File: src/rtl/game_sequencer_if.sv
// Game-flow bus between the sequencer and the player/bar datapath.
interface game_sequencer_if;
    logic       frame_tick;
    logic       start_btn;
    logic       hit;
    logic [9:0] player_h;
    logic [9:0] level;
    logic [2:0] lives;
    logic [3:0] bar_speed;
    logic       play_en;
    logic       respawn;
    logic       game_over;
    logic       won;
    logic [2:0] state;

    modport master (
        output frame_tick, start_btn, hit, player_h,
        input  level, lives, bar_speed, play_en, respawn, game_over, won, state
    );

    modport slave (
        input  frame_tick, start_btn, hit, player_h,
        output level, lives, bar_speed, play_en, respawn, game_over, won, state
    );
endinterface

File: src/rtl/game_sequencer.sv
// Game-flow FSM: idle, play, hit-respawn, level-up, game-over; owns level/lives.
// Events sampled on one edge appear on outputs after that edge; no backpressure.
module game_sequencer #(
    parameter int LIVES_INIT    = 3,
    parameter int MAX_LEVEL     = 9,
    parameter int RESPAWN_TICKS = 60,
    parameter int LEVELUP_TICKS = 90,
    parameter int FINISH_H      = 580
) (
    input  logic              clk,
    input  logic              reset,
    game_sequencer_if.slave   bus
);

    typedef enum logic [2:0] {
        S_IDLE     = 3'd0,
        S_PLAY     = 3'd1,
        S_HIT      = 3'd2,
        S_LEVEL_UP = 3'd3,
        S_OVER     = 3'd4
    } state_t;

    localparam logic [7:0] RESPAWN_LAST = 8'(RESPAWN_TICKS - 1);
    localparam logic [7:0] LEVELUP_LAST = 8'(LEVELUP_TICKS - 1);
    localparam logic [9:0] LAST_LEVEL   = 10'(MAX_LEVEL);
    localparam logic [9:0] FINISH_LINE  = 10'(FINISH_H);
    localparam logic [2:0] LIVES_START  = 3'(LIVES_INIT);

    state_t     st;
    logic [9:0] level_r;
    logic [2:0] lives_r;
    logic       respawn_r;
    logic       won_r;
    logic [7:0] tick_cnt;
    logic       start_q;

    logic start_rise;
    logic finish;

    assign start_rise = bus.start_btn & ~start_q;
    assign finish     = (bus.player_h >= FINISH_LINE);

    always_ff @(posedge clk or posedge reset) begin
        if (reset) begin
            st        <= S_IDLE;
            level_r   <= 10'd1;
            lives_r   <= LIVES_START;
            respawn_r <= 1'b0;
            won_r     <= 1'b0;
            tick_cnt  <= 8'd0;
            start_q   <= 1'b1;
        end else begin
            start_q   <= bus.start_btn;
            respawn_r <= 1'b0;
            case (st)
                S_IDLE: begin
                    if (start_rise) begin
                        st        <= S_PLAY;
                        respawn_r <= 1'b1;
                        tick_cnt  <= 8'd0;
                    end
                end
                S_PLAY: begin
                    // A hit in the same cycle as reaching the finish line wins.
                    if (bus.hit) begin
                        tick_cnt <= 8'd0;
                        if (lives_r > 3'd1) begin
                            lives_r   <= lives_r - 3'd1;
                            respawn_r <= 1'b1;
                            st        <= S_HIT;
                        end else begin
                            lives_r <= 3'd0;
                            won_r   <= 1'b0;
                            st      <= S_OVER;
                        end
                    end else if (finish) begin
                        tick_cnt <= 8'd0;
                        if (level_r < LAST_LEVEL) begin
                            level_r   <= level_r + 10'd1;
                            respawn_r <= 1'b1;
                            st        <= S_LEVEL_UP;
                        end else begin
                            won_r <= 1'b1;
                            st    <= S_OVER;
                        end
                    end
                end
                S_HIT: begin
                    // Counter parks at its terminal value while the hit persists.
                    if (bus.frame_tick) begin
                        if (tick_cnt == RESPAWN_LAST) begin
                            if (!bus.hit) begin
                                st       <= S_PLAY;
                                tick_cnt <= 8'd0;
                            end
                        end else begin
                            tick_cnt <= tick_cnt + 8'd1;
                        end
                    end
                end
                S_LEVEL_UP: begin
                    if (bus.frame_tick) begin
                        if (tick_cnt == LEVELUP_LAST) begin
                            st       <= S_PLAY;
                            tick_cnt <= 8'd0;
                        end else begin
                            tick_cnt <= tick_cnt + 8'd1;
                        end
                    end
                end
                S_OVER: begin
                    if (start_rise) begin
                        level_r   <= 10'd1;
                        lives_r   <= LIVES_START;
                        won_r     <= 1'b0;
                        respawn_r <= 1'b1;
                        tick_cnt  <= 8'd0;
                        st        <= S_PLAY;
                    end
                end
                default: begin
                    st       <= S_IDLE;
                    tick_cnt <= 8'd0;
                end
            endcase
        end
    end

    assign bus.state     = st;
    assign bus.level     = level_r;
    assign bus.lives     = lives_r;
    assign bus.bar_speed = level_r[3:0];
    assign bus.play_en   = (st == S_PLAY);
    assign bus.respawn   = respawn_r;
    assign bus.game_over = (st == S_OVER);
    assign bus.won       = won_r;

endmodule

File: src/flat_wrapper.sv
// flat-port wrapper written by rule: the top's interface ports become plain ports
module game_sequencer_flat 
#(
    parameter int LIVES_INIT    = 3,
    parameter int MAX_LEVEL     = 9,
    parameter int RESPAWN_TICKS = 60,
    parameter int LEVELUP_TICKS = 90,
    parameter int FINISH_H      = 580
)
  (clk, reset, bus_frame_tick, bus_start_btn, bus_hit, bus_player_h, bus_level, bus_lives, bus_bar_speed, bus_play_en, bus_respawn, bus_game_over, bus_won, bus_state);
  game_sequencer_if bus_i ();
  input  logic clk;
  input  logic reset;
  input wire logic [$bits(bus_i.frame_tick)-1:0] bus_frame_tick;
  input wire logic [$bits(bus_i.start_btn)-1:0] bus_start_btn;
  input wire logic [$bits(bus_i.hit)-1:0] bus_hit;
  input wire logic [$bits(bus_i.player_h)-1:0] bus_player_h;
  output wire logic [$bits(bus_i.level)-1:0] bus_level;
  output wire logic [$bits(bus_i.lives)-1:0] bus_lives;
  output wire logic [$bits(bus_i.bar_speed)-1:0] bus_bar_speed;
  output wire logic [$bits(bus_i.play_en)-1:0] bus_play_en;
  output wire logic [$bits(bus_i.respawn)-1:0] bus_respawn;
  output wire logic [$bits(bus_i.game_over)-1:0] bus_game_over;
  output wire logic [$bits(bus_i.won)-1:0] bus_won;
  output wire logic [$bits(bus_i.state)-1:0] bus_state;
  assign bus_i.frame_tick = bus_frame_tick;
  assign bus_i.start_btn = bus_start_btn;
  assign bus_i.hit = bus_hit;
  assign bus_i.player_h = bus_player_h;
  assign bus_level = bus_i.level;
  assign bus_lives = bus_i.lives;
  assign bus_bar_speed = bus_i.bar_speed;
  assign bus_play_en = bus_i.play_en;
  assign bus_respawn = bus_i.respawn;
  assign bus_game_over = bus_i.game_over;
  assign bus_won = bus_i.won;
  assign bus_state = bus_i.state;
  game_sequencer #(.LIVES_INIT(LIVES_INIT), .MAX_LEVEL(MAX_LEVEL), .RESPAWN_TICKS(RESPAWN_TICKS), .LEVELUP_TICKS(LEVELUP_TICKS), .FINISH_H(FINISH_H)) u_core (.clk(clk), .reset(reset), .bus(bus_i));
endmodule
File: config.mk
export PLATFORM = sky130hd
export DESIGN_NAME = game_sequencer_flat
export DESIGN_NICKNAME = d
export VERILOG_FILES = /design/src/rtl/game_sequencer_if.sv /design/src/rtl/game_sequencer.sv /design/src/flat_wrapper.sv
export SDC_FILE = /design/constraint.sdc
export NUM_CORES = 1
export LEC_CHECK = 0
export CORE_ASPECT_RATIO = 1.5
export CORE_MARGIN = 1
export CORE_UTILIZATION = 40
export DETAILED_ROUTE_END_ITERATION = 6
export GPL_TIMING_DRIVEN = 0
export PLACE_DENSITY = 0.64
export SLEW_MARGIN = 20
export SYNTH_ARGS = -nofsm -noshare
export SYNTH_HDL_FRONTEND = slang
export SYNTH_SLANG_ARGS = --single-unit
File: constraint.sdc
create_clock -name clk -period 2.62 [get_ports clk]
set_input_delay 0.393 -clock clk [delete_from_list [all_inputs] [get_ports clk]]
set_output_delay 0.393 -clock clk [all_outputs]
set_load 0.05 [all_outputs]
== Yosys cells after proc, flatten, opt, wreduce, memory -nomap -nowiden ==
Cells that the tools add are included.

* Register bits after elaboration: 27
* Logic and storage cells: 85
* Output and inout port bits: 24
* Input port bits: 15

* Reduce and logical (&&, ||, !) cells: 8
* Multiplexer cells: 41
* Add/subtract/negate cells: 3
* Bitwise gates (word level): 2
* Eq/ne operators: 21
* Order comparisons: 3

{| class="wikitable"
|+ Operators by type and width
! kind !! count
|-
| $mux W8 || 8
|-
| $mux W10 || 4
|-
| $mux W3 || 13
|-
| $pmux W8 S4 || 1
|-
| $pmux W10 S2 || 1
|-
| $reduce_and A5 Y1 || 3
|-
| $ne A2 B1 Y1 const B || 6
|-
| $pmux W3 S4 || 1
|-
| $add A10 B1 Y10 const B || 1
|-
| $ge A10 B10 Y1 const B || 1
|-
| $lt A10 B4 Y1 const B || 1
|-
| $mux W1 || 10
|-
| $ne A2 B2 Y1 const B || 5
|-
| $ne A3 B3 Y1 const B || 3
|-
| $add A8 B1 Y8 const B || 1
|-
| $eq A8 B6 Y1 const B || 1
|-
| $eq A8 B7 Y1 const B || 1
|-
| $reduce_and A7 Y1 || 1
|-
| $eq A3 B2 Y1 const B || 2
|-
| $pmux W3 S2 || 1
|-
| $pmux W1 S2 || 2
|-
| $eq A3 B1 Y1 const B || 1
|-
| $eq A3 B3 Y1 const B || 1
|-
| $gt A3 B1 Y1 const B || 1
|-
| other kinds (8) || 8
|}

== Depth between registers and ports, before layout ==
* Word-level depth: 5
* Depth in mapped cells: 8
* Depth with buffers taken out: 7

== Least setup slack after synthesis ==
OpenSTA, ideal clock, no wires.

* Path type: reg2reg
* Start point: register u_core.st[0] (netlist: u_core.bus.state[0])
* End point: register u_core.lives_r[2] (netlist: u_core.bus.lives[2])
* Path slack: 0.201 ns
* Clock period less this slack: 2.419 ns
* Data arrival time: 2.298 ns
* Library setup time: 0.121 ns
* Stages on the path, launching flop included: 9
* Cell sequence: dfrtp_1 buf_4 nor2_1 nand2_1 inv_1 nand2_1 a21boi_2 o21ai_0 a22o_1

* Longest elaborated chain between the ends: 3
* Elaborated cells between the ends (all ways): 7
* Those cells by class: eq/ne (4); mux (1); reduce/logical (2)

{| class="wikitable"
|+ RTL lines
! what !! line !! text
|-
| start: declaration || game_sequencer.sv:29 || <nowiki>state_t st;</nowiki>
|-
| start signal: assignment || game_sequencer.sv:45 || <nowiki>st <= S_IDLE;</nowiki>
|-
| start signal: assignment || game_sequencer.sv:58 || <nowiki>st <= S_PLAY;</nowiki>
|-
| start signal: assignment || game_sequencer.sv:70 || <nowiki>st <= S_HIT;</nowiki>
|-
| $eq A3 B3 Y1 (*) || n/a ||
|-
| net bus_game_over || flat_wrapper.sv:23 || <nowiki>output wire logic [$bits(bus_i.game_over)-1:0] bus_game_over;</nowiki>
|-
| $ne A2 B1 Y1 (no line) or $reduce_bool A2 Y1 (tied branches) || n/a ||
|-
| $reduce_and A3 Y1 (no line) || n/a ||
|-
| end signal: assignment || game_sequencer.sv:68 || <nowiki>lives_r <= lives_r - 3'd1;</nowiki>
|-
| end: declaration || game_sequencer.sv:31 || <nowiki>logic [2:0] lives_r;</nowiki>
|}

Mark *: on every way through the listed nets, which the timed path passes. The rest lies on a longest branch.
A chain may end at the register's enable or synchronous reset.

== Final worst setup path ==
* Start point: register u_core.st[1] (netlist: u_core.bus.state[1])
* End point: output port bus_play_en

* Longest elaborated chain between the ends: 1

{| class="wikitable"
|+ RTL lines
! what !! line !! text
|-
| $eq A3 B1 Y1 || game_sequencer.sv:133 || <nowiki>assign bus.play_en = (st == S_PLAY);</nowiki>
|-
| end: declaration || flat_wrapper.sv:21 || <nowiki>output wire logic [$bits(bus_i.play_en)-1:0] bus_play_en;</nowiki>
|}

Every way passes these cells.

==> impl_metrics.env <==
export IMPL_worst_ir_drop_vdd_uv=604
export IMPL_crit_path_top_delay_cell="sky130_fd_sc_hd__clkdlybuf4s50_1"
export IMPL_grt_remaining_overflow=0
export IMPL_synth_compound_area_share=0.221
export IMPL_syn_inst=156
export IMPL_h_tree_depth=1
export IMPL_clock_latency_ps=280
export IMPL_grt_setup_unrepaired="no"
export IMPL_nNetsFinal=218
export IMPL_static_leakage_power_nw=0.940
export IMPL_synth_largest_type_area_fraction=0.370
export IMPL_floorplan_die_width_microns=52.9
export IMPL_synth_edf_count=0
export IMPL_ios=39
export IMPL_ys_dominant_reg_cell="sky130_fd_sc_hd__dfrtp_1"
export IMPL_globalplace_congestion=0.749
export IMPL_detail_route_drc_violations=0
export IMPL_synth_net_count=177
export IMPL_arrival_ps=1980
export IMPL_drv_max_cap_violation_count=0
export IMPL_layout_setup_ws_ps=251
export IMPL_worstPathBufferInverterCount=2
export IMPL_grt_pass1_vias=1341
export IMPL_clkSinkCount=27
export IMPL_mappedNetlistArea_sq_um=1560
export IMPL_place_port_buffers=36
export IMPL_min_delay_path_class="in2async"
export IMPL_drt_pass1_iter_count=4
export IMPL_post_dp_hpwl_mm=2.86
export IMPL_layout_cells_most_common_list="sky130_fd_sc_hd__clkdlybuf4s50_1, sky130_fd_sc_hd__dfrtp_1, sky130_fd_sc_hd__nor2_1"
export IMPL_rows=27
export IMPL_post_synth_num_cell_types=45
export IMPL_global_route_wire_length_before_repair_mm=6.16
export IMPL_netlist_top_cell_by_area="sky130_fd_sc_hd__dfrtp_1"
export IMPL_via_count=1361
export IMPL_cts_inserted_buffers=3
export IMPL_hold_violations=0
export IMPL_clk_pin_slew_ps=90
export IMPL_die_area_sq_um=4150
export IMPL_floorplan_initialDensity=0.422
export IMPL_synth_top_family_by_area="compound AO/OA/AOI/OAI gates"
export IMPL_holdWs_ps=485
export IMPL_timing_max_slew_rel_slack=0.612
export IMPL_drt_wl_total_mm=3.82
export IMPL_outcome="completed"
export IMPL_drtAntennaViolNets=0
export IMPL_critical_path_peak_fanout=9
export IMPL_routedWlPerCell_microns=16.0
export IMPL_cp_class="reg2out"
export IMPL_regToRegSetupSlack_ps=320
export IMPL_cpPeakStageDelay_ps=810
export IMPL_layout_filler_cells=348
export IMPL_power_density_nw_per_um2=1140
export IMPL_synthesis_yosys_warnings=0
export IMPL_path_delay_family="buffers and inverters"
export IMPL_timing_critical_path_to_type="output port"
export IMPL_final_cell_area_sq_um=2020
export IMPL_maximum_number_of_pins_on_one_net_before_global_route_repair=28
export IMPL_report_final_slew_viol_count=0
export IMPL_1st_iter_drt_viols=22
export IMPL_ctsResizeCount=0
export IMPL_final_common_cell="sky130_fd_sc_hd__clkdlybuf4s50_1"
export IMPL_asyncSetResetFlopFracSynth=1.00
export IMPL_post_synth_mux_area_share=0.0217
export IMPL_syn_to_final_growth_pct=29.8
export IMPL_post_route_period_util=0.904
export IMPL_synth_adder_area_share=0.0483
export IMPL_fin_crit_ps=2370
export IMPL_number_of_vias_per_cell_after_detailed_routing=5.69
export IMPL_post_route_cells_drive_above_1_share=0.133
export IMPL_fp_dieH_microns=78.4
export IMPL_setup_violations_final=0
export IMPL_grt_usage=0.201
export IMPL_post_cts_setup_buffer_count=0
export IMPL_crit_path_cell_trace="nor2_1 > nand2_1 > inv_1 > clkdlybuf4s50_1"
export IMPL_antenna_violations_before_repair=0
export IMPL_synth_simple_gate_area_frac=0.214
export IMPL_synth_top_cells_by_area="sky130_fd_sc_hd__dfrtp_1, sky130_fd_sc_hd__dfstp_2, sky130_fd_sc_hd__ha_1, sky130_fd_sc_hd__a22o_1, sky130_fd_sc_hd__o21ai_0"
export IMPL_cts_root_buffer_cell="sky130_fd_sc_hd__clkbuf_8"
export IMPL_avgSynthCellArea_sq_um=9.97
export IMPL_cp_required_ps=2230
export IMPL_tightest_slew_ps=582
export IMPL_max_clock_freq_mhz=422
export IMPL_tritoncts="done"
export IMPL_hold_buffers=0
export IMPL_setup_worst_path_start_class="flip-flop"
export IMPL_finClkSkew_ps=0.963
export IMPL_pre_cts_slack_ps=-157
export IMPL_synth_seq_area_share=0.438
export IMPL_antenna_diode_count=0
export IMPL_placedInstanceArea_sq_um=1970
export IMPL_fp_coreArea_sq_um=3680
export IMPL_setup_total_negative_slack_ps=0
export IMPL_ys_ff_latch=27
export IMPL_ctsLongestPathBuffers=2
export IMPL_final_standard_cell_utilization_of_the_core=0.548
export IMPL_synth_xor_xnor_area_share=0.00563
cell families after synthesis:
kind of cell | after synthesis
fa+ha+maj | 6
flops | 27
compound gates | 46
simple gates | 57
xor+xnor | 1
mux | 3
buf+inv | 16
registers in the layout, summed over array words and instances, names as in the netlist:
name and count:
u_core.tick_cnt 8, u_core.start_q 1, u_core.bus.won 1, u_core.bus.state 3, u_core.bus.respawn 1, u_core.bus.level 10, u_core.bus.lives 3
synthesized netlist by cell type, types with 4 or more instances:
library cell               number
sky130_fd_sc_hd__o21ai_0        9
sky130_fd_sc_hd__a22o_1         8
sky130_fd_sc_hd__ha_1           6
sky130_fd_sc_hd__a21oi_1        5
sky130_fd_sc_hd__nand3_1        4
sky130_fd_sc_hd__dfstp_2        4
sky130_fd_sc_hd__nand2_1        9
sky130_fd_sc_hd__and3_1         5
sky130_fd_sc_hd__a21o_1         4
sky130_fd_sc_hd__o21a_1         4
sky130_fd_sc_hd__inv_1          9
sky130_fd_sc_hd__buf_4          5
sky130_fd_sc_hd__dfrtp_1       23
sky130_fd_sc_hd__nor2_1        12
sky130_fd_sc_hd__nand2b_1       6
cell type report:
| type | count | area (sq um) | share of cell area |
|---|---|---|---|
| buffer | 7 | 46.3 | 0.0229 |
| clock inverter | 1 | 5.00 | 0.00248 |
| inverter | 9 | 33.8 | 0.0167 |
| multi-input combinational | 113 | 795 | 0.394 |
| timing repair buffer | 36 | 363 | 0.180 |
| clock buffer | 3 | 41.3 | 0.0205 |
| tap | 43 | 53.8 | 0.0267 |
| sequential | 27 | 681 | 0.337 |
layer usage:
metal  global-route usage  up-vias  share of wire  wire [microns]
met5                    0        -              0               0
met4               0.0816        0          0.016              62
met3               0.0271        6          0.024              92
met2                0.367       31           0.56            2140
met1                0.221      679           0.40            1520
li1                     -      645              -               -
where the power goes:
| part | switching, mW | leakage (nW) | internal, mW |
|---|---|---|---|
| clock | 0.137 | 0.0255 | 0.107 |
| sequential | 0.124 | 0.352 | 0.533 |
| combinational | 0.866 | 0.562 | 0.536 |
| total | 1.13 | 0.940 | 1.18 |
metrics by stage:
| step | cells | total power, mW |
|---|---|---|
| finish | 239 | 2.30 |
| global route | 239 | 2.44 |
| CTS | 239 | 2.31 |
| detailed placement | 235 | 2.07 |
| global placement | 235 | 2.02 |
| floorplan | 156 | 1.65 |
worst paths after layout:
| check | endpoint | startpoint | cells past startpoint |
|---|---|---|---|
| min in group clk | u_core.bus.level[9] | u_core.bus.level[9] | 1 |
| max | bus_play_en | u_core.bus.state[1] | 4 |
| min | u_core.tick_cnt[5] | reset | 2 |
| max in group asynchronous | u_core.bus.lives[1] | reset | 2 |
| min reg2reg | u_core.bus.level[9] | u_core.bus.level[9] | 1 |
| max reg2reg | u_core.tick_cnt[0] | u_core.bus.state[2] | 6 |
No activity file was read; power rests on OpenSTA's default activity.
